### config.mk
export PLATFORM = sky130hd
export DESIGN_NAME = mips_bootmem
export DESIGN_NICKNAME = d
export VERILOG_FILES = /design/src/rtl/mips_bootmem.sv
export SDC_FILE = /design/constraint.sdc
export NUM_CORES = 2
export LEC_CHECK = 0
export ABC_CLOCK_PERIOD_IN_PS = 15200
export CAP_MARGIN = 20
export CELL_PAD_IN_SITES_DETAIL_PLACEMENT = 0
export CELL_PAD_IN_SITES_GLOBAL_PLACEMENT = 2
export CORE_ASPECT_RATIO = 1.1
export CORE_MARGIN = 5
export CORE_UTILIZATION = 30
export DETAILED_ROUTE_END_ITERATION = 8
export PLACE_DENSITY_LB_ADDON = 0.1
export SETUP_SLACK_MARGIN = 0.3
export SYNTH_ARGS = -nofsm -noshare
export SYNTH_HDL_FRONTEND = slang
export SYNTH_SLANG_ARGS = --single-unit
### constraint.sdc
create_clock -name clk -period 15.2 [get_ports clk]
set_input_delay 3.04 -clock clk [delete_from_list [all_inputs] [get_ports clk]]
set_output_delay 3.04 -clock clk [all_outputs]
set_load 0.01 [all_outputs]
### src/rtl/mips_bootmem.sv
// rtl/mips_bootmem.sv - byte-wide boot memory for the 8-bit multicycle mips core
// Streams a program image in from address 0, then serves core reads/writes.
module mips_bootmem #(
  parameter int ADDR_W = 8,
  parameter int DATA_W = 8
) (
  input  logic              clk,
  input  logic              reset,
  input  logic              memread,
  input  logic              memwrite,
  input  logic [ADDR_W-1:0] adr,
  input  logic [DATA_W-1:0] writedata,
  output logic [DATA_W-1:0] memdata,
  input  logic              load_valid,
  input  logic [DATA_W-1:0] load_data,
  input  logic              load_last,
  output logic              load_ready,
  input  logic              reload,
  output logic              cpu_reset,
  output logic [ADDR_W:0]   load_count
);

  localparam logic [ADDR_W-1:0] LAST_ADR = {ADDR_W{1'b1}};

  typedef enum logic {LOAD = 1'b0, RUN = 1'b1} state_t;

  state_t            state, state_n;
  logic [DATA_W-1:0] mem [2**ADDR_W];
  logic [ADDR_W-1:0] load_ptr;
  logic              accept;
  logic              image_done;
  logic              core_rd;
  logic              core_wr;
  logic              reload_run;

  always_comb begin
    state_n    = state;
    accept     = 1'b0;
    image_done = 1'b0;
    core_rd    = 1'b0;
    core_wr    = 1'b0;
    reload_run = 1'b0;
    case (state)
      LOAD: begin
        accept     = load_valid & load_ready;
        // a full array ends the image even without load_last
        image_done = accept & (load_last | (load_ptr == LAST_ADR));
        if (image_done) state_n = RUN;
      end
      RUN: begin
        core_rd    = memread;
        core_wr    = memwrite;
        reload_run = reload;
        if (reload) state_n = LOAD;
      end
    endcase
  end

  always_ff @(posedge clk) begin
    if (reset) begin
      state      <= LOAD;
      load_ptr   <= '0;
      load_count <= '0;
      memdata    <= '0;
      cpu_reset  <= 1'b1;
      load_ready <= 1'b1;
    end else begin
      state      <= state_n;
      cpu_reset  <= (state_n == LOAD);
      load_ready <= (state_n == LOAD);
      if (accept) begin
        if (load_ptr != LAST_ADR) load_ptr <= load_ptr + ADDR_W'(1);
        load_count <= load_count + (ADDR_W+1)'(1);
      end
      if (reload_run) begin
        load_ptr   <= '0;
        load_count <= '0;
        memdata    <= '0;
      end else if (core_rd) begin
        memdata <= mem[adr];
      end
    end
  end

  // Array contents survive reset and reload; the reset cycle touches nothing.
  always_ff @(posedge clk) begin
    if (!reset) begin
      if (accept)       mem[load_ptr] <= load_data;
      else if (core_wr) mem[adr]      <= writedata;
    end
  end

endmodule

==> summary.md <==
| Metric | Value |
|---|---|
| Hold Fails Final Rpt | `0` |
| DIE HEIGHT | `555 um` |
| Top cell type's share of synthesized area | `75.9%` |
| Root buffer cell | `clkbuf_16` |
| Via count of the first global-routing pass | `41600` |
| Drt total wl | `267 mm` |
| Worst Skew | `slightly below 0.06 ns` |
| CP peak stage delay | `0.88 ns` |
| Worst path slowest cell | `nor4_1` |
| Share of layout cells above drive strength 1 | `20.7%` |
| Netlist cell types | `between 60 and 70` |
| Final max-slew violation count | `0` |
| Top-Level Pins | `50` |
| Worst setup SP type | `input pin` |
| Hold Crit Class | `register to register` |
| Row count | `200` |
| Final period util | `50.3%` |
| Post-CTS Setup Bufs | `0` |
| Tmin final | `7.64 ns` |
| Ys Warns | `0` |
| # setup viols final | `0` |
| Number of buffers created by CTS | `around 230` |
| Kind of cell adding the most delay to the critical path | `buffers and inverters` |
| Post-Syn Area per Cell | `20.3 sq um` |
| Post-CTS Hold Buffers | `0` |
| #FFs+latches synth | `2075` |
| Crit-path max FO | `65` |
| Relative slew slack | `19.3%` |
| Status | `completed` |
| Flop pwr share | `51.7%` |
| Core box area | `270000 sq um` |
| Post-route insts no fill | `7870` |
| Post-Synthesis Cell Area | `roughly 81000 sq um` |
| Predominant post-synthesis flop cell | `edfxtp_1` |
| Worst-path clk slew | `0.06 ns` |
| Worst-Margin Slew | `approximately 1.2 ns` |
| Max cap viols | `0` |
| WP buf/inv | `5` |
| Placed insts | `7452` |
| PD cells | `132 nW/um^2` |
| Area delta synth->final | `14.2%` |
| # clock sinks | `2075` |
| Post-synth ARST share | `0%` |
| GRT Util Overall | `18.7%` |
| Worst Path Required | `16.03 ns` |
| Routability-driven placement congestion ratio | `0.750` |
| F_max | `0.131 GHz` |
| Final worst slack | `around 7.6 ns` |
| Worst slack at placement | `6.72 ns` |
| Critical path cell sequence | `buf_8 > buf_12 > buf_4 > buf_4 > mux4_2 > o22ai_1 > nor4_1 > buf_4 > o22ai_1 > nor3_1 > a221o_1` |
| Arrival time of the worst setup path | `approximately 8.5 ns` |
| Synth area leaders | `edfxtp_1, mux4_2, mux2i_1, nor2_1, o22ai_1` |
| Max clock buf depth | `4` |
| Clock network power share | `43.1%` |
| Post-CTS resize count | `0` |
| Die X | `506 um` |
| Critical path endpoint category | `register` |
| # DRC | `0` |
| RSZ-0062 raised after global routing | `false` |
| Crit-path most repeated cell | `buf_4` |
| Vias per cell | `5.10` |
| DR WL/cell | `33.9 um` |
| Drt pass-1 iters | `5` |
| Synthesized instance count | `3988` |
| Die area | `281000 sq um` |
| Initial antenna violation count | `22` |
| CTS tree | `yes` |
| IO buf count | `49` |
| Final TNS setup | `0 ns` |
| Yosys top cell by area | `edfxtp_1` |
| GRT overflow | `0` |
| ANT nets after route | `0` |
| Tot Pwr | `between 10 and 15 mW` |
| Worst Path Class, Setup | `input pin to register` |
| DR iter-0 viols | `3243` |
| Leakage | `28.3 nW` |
| Syn Nets | `about 4000` |
| Internal power | `9.49 mW` |
| Gate power share | `5.2%` |
| Later-pin clock latency in the skew report | `slightly below 0.9 ns` |
| Largest net degree at the start of global routing | `153` |
| Register area share after synthesis | `between 70% and 80%` |
| Initial Utilization | `30.1%` |
| H-tree Lvls | `4` |
| Net Switching | `2.73 mW` |
| Hpwl dp | `166 mm` |
| Peak supply drop | `0.0000971 V` |
| Final #Nets | `4185` |
| First-pass GRT wire length | `366 mm` |
| Via count | `roughly 40000` |
| Sw Share | `22.3%` |
| Post-synth EDFFs | `approximately 2000` |
[tightest hold or removal path: stages, from the launching register on]
cell and delay, ns:
dfxtp_1 0.35, xor2_1 0.07, nor2_1 0.07
[stage by stage]
stage                     hold slack [ns]  cell area [sq um]  utilization [%]
after floorplan                     0.503              81100                -
after CTS                           0.518              92500             34.3
after detailed placement            0.503              85600             31.8
after global routing                0.528              92600             34.4
after global placement              0.493              85600             31.7
final                               0.516              92600             34.4
[cell usage after synthesis, types with 5 or more instances]
cell / instances
a221oi_1: 6
buf_6: 35
nor3_1: 31
and2_1: 11
nor2b_1: 8
clkbuf_1: 109
buf_12: 9
nor4_1: 18
a211oi_1: 11
a221o_1: 6
or3_1: 13
nand3b_1: 12
o22ai_1: 99
or2_2: 7
xor2_1: 9
a32oi_1: 5
a21oi_1: 47
mux2_2: 9
o22a_1: 6
buf_2: 38
inv_1: 5
mux4_1: 13
buf_1: 12
edfxtp_1: 2048
nand2_1: 145
o21ai_0: 27
buf_8: 14
o221ai_1: 47
buf_4: 21
a22oi_1: 53
a22o_1: 5
o21ai_1: 11
nand4_1: 10
mux2i_1: 200
a2111oi_0: 7
mux4_2: 419
nand3_1: 41
dfxtp_1: 27
nor2_1: 315
a31oi_1: 20
nand2b_1: 8
[final timing paths]
| path | startpoint | to | slack, ns | cells after the start |
|---|---|---|---|---|
| hold / removal | load_count[8]$_SDFFE_PP0N_ | load_count[8]$_SDFFE_PP0N_ | 0.52 | 2 |
| setup reg to reg | state$_SDFF_PP0_ | mem[32][2]$_DFFE_PP_ | 10.46 | 5 |
| setup / recovery | adr[0] | memdata[3]$_SDFFE_PP0P_ | 7.56 | 11 |
| hold reg to reg | load_count[8]$_SDFFE_PP0N_ | load_count[8]$_SDFFE_PP0N_ | 0.52 | 2 |
[routing by layer]
metal | vias to the layer above | share of wire (%) | GRT usage [%]
li1 | 16900 | - | -
met1 | 22100 | 46 | 26.2
met2 | 867 | 49 | 31.1
met3 | 301 | 3.9 | 2.53
met4 | 6 | 2.0 | 3.75
met5 | - | 0.029 | 0
[power by group through the flow]
stage          Sequential (mW)  Clock (mW)  Combinational, mW
2_1_floorplan             6.47           0              0.354
3_3_place_gp              6.44           0              0.659
3_5_place_dp              6.44           0              0.660
4_1_cts                   6.32        5.42              0.661
5_1_grt                   6.31        5.63              0.679
6_report                  6.32        5.26              0.641
[cells by family (layout without fill, tap and decap cells)]
kind of cell	Yosys count	in the layout	share of synthesized area [%]
compound gates	388	388	3.35
xor+xnor	12	12	0.130
fa+ha+maj	2	2	0.0309
buf+inv	244	585	1.98
flops	2075	2075	76.5
mux	642	642	14.7
other cells	0	6	0
simple gates	625	625	3.32
[registers in the layout (all words and copies together), names as in the netlist]
signal / cells
mem: 2048
load_count: 9
load_ptr: 8
memdata: 8
cpu_reset: 1
state: 1
[layout make-up]
type                    count  area (sq um)
fillers                 25200        177000
flip-flops and latches   2075         62000
multi-input cells        1669         17700
clock buffers             283          6000
well taps                3535          4420
repair buffers            172          1540
clock inverters           124           898
inverters                   6          25.0
diodes                      6          15.0
[cell usage in the layout, fill, tap and decap left out, types with 13 or more instances in the layout]
master	count
a22oi_1	53
clkbuf_16	232
mux4_2	419
nand3_1	25
clkbuf_1	51
a31oi_1	20
o21ai_0	25
a21oi_1	47
clkinv_2	32
bufinv_16	13
nand2_1	136
nor4_1	16
o22ai_1	99
buf_4	111
or3_1	13
mux4_1	13
edfxtp_1	2048
mux2i_1	200
clkinv_1	69
o221ai_1	47
clkdlybuf4s50_1	44
nor3_1	31
nor2_1	312
dfxtp_1	27
Note: power is estimated with default switching activity, not from simulation.
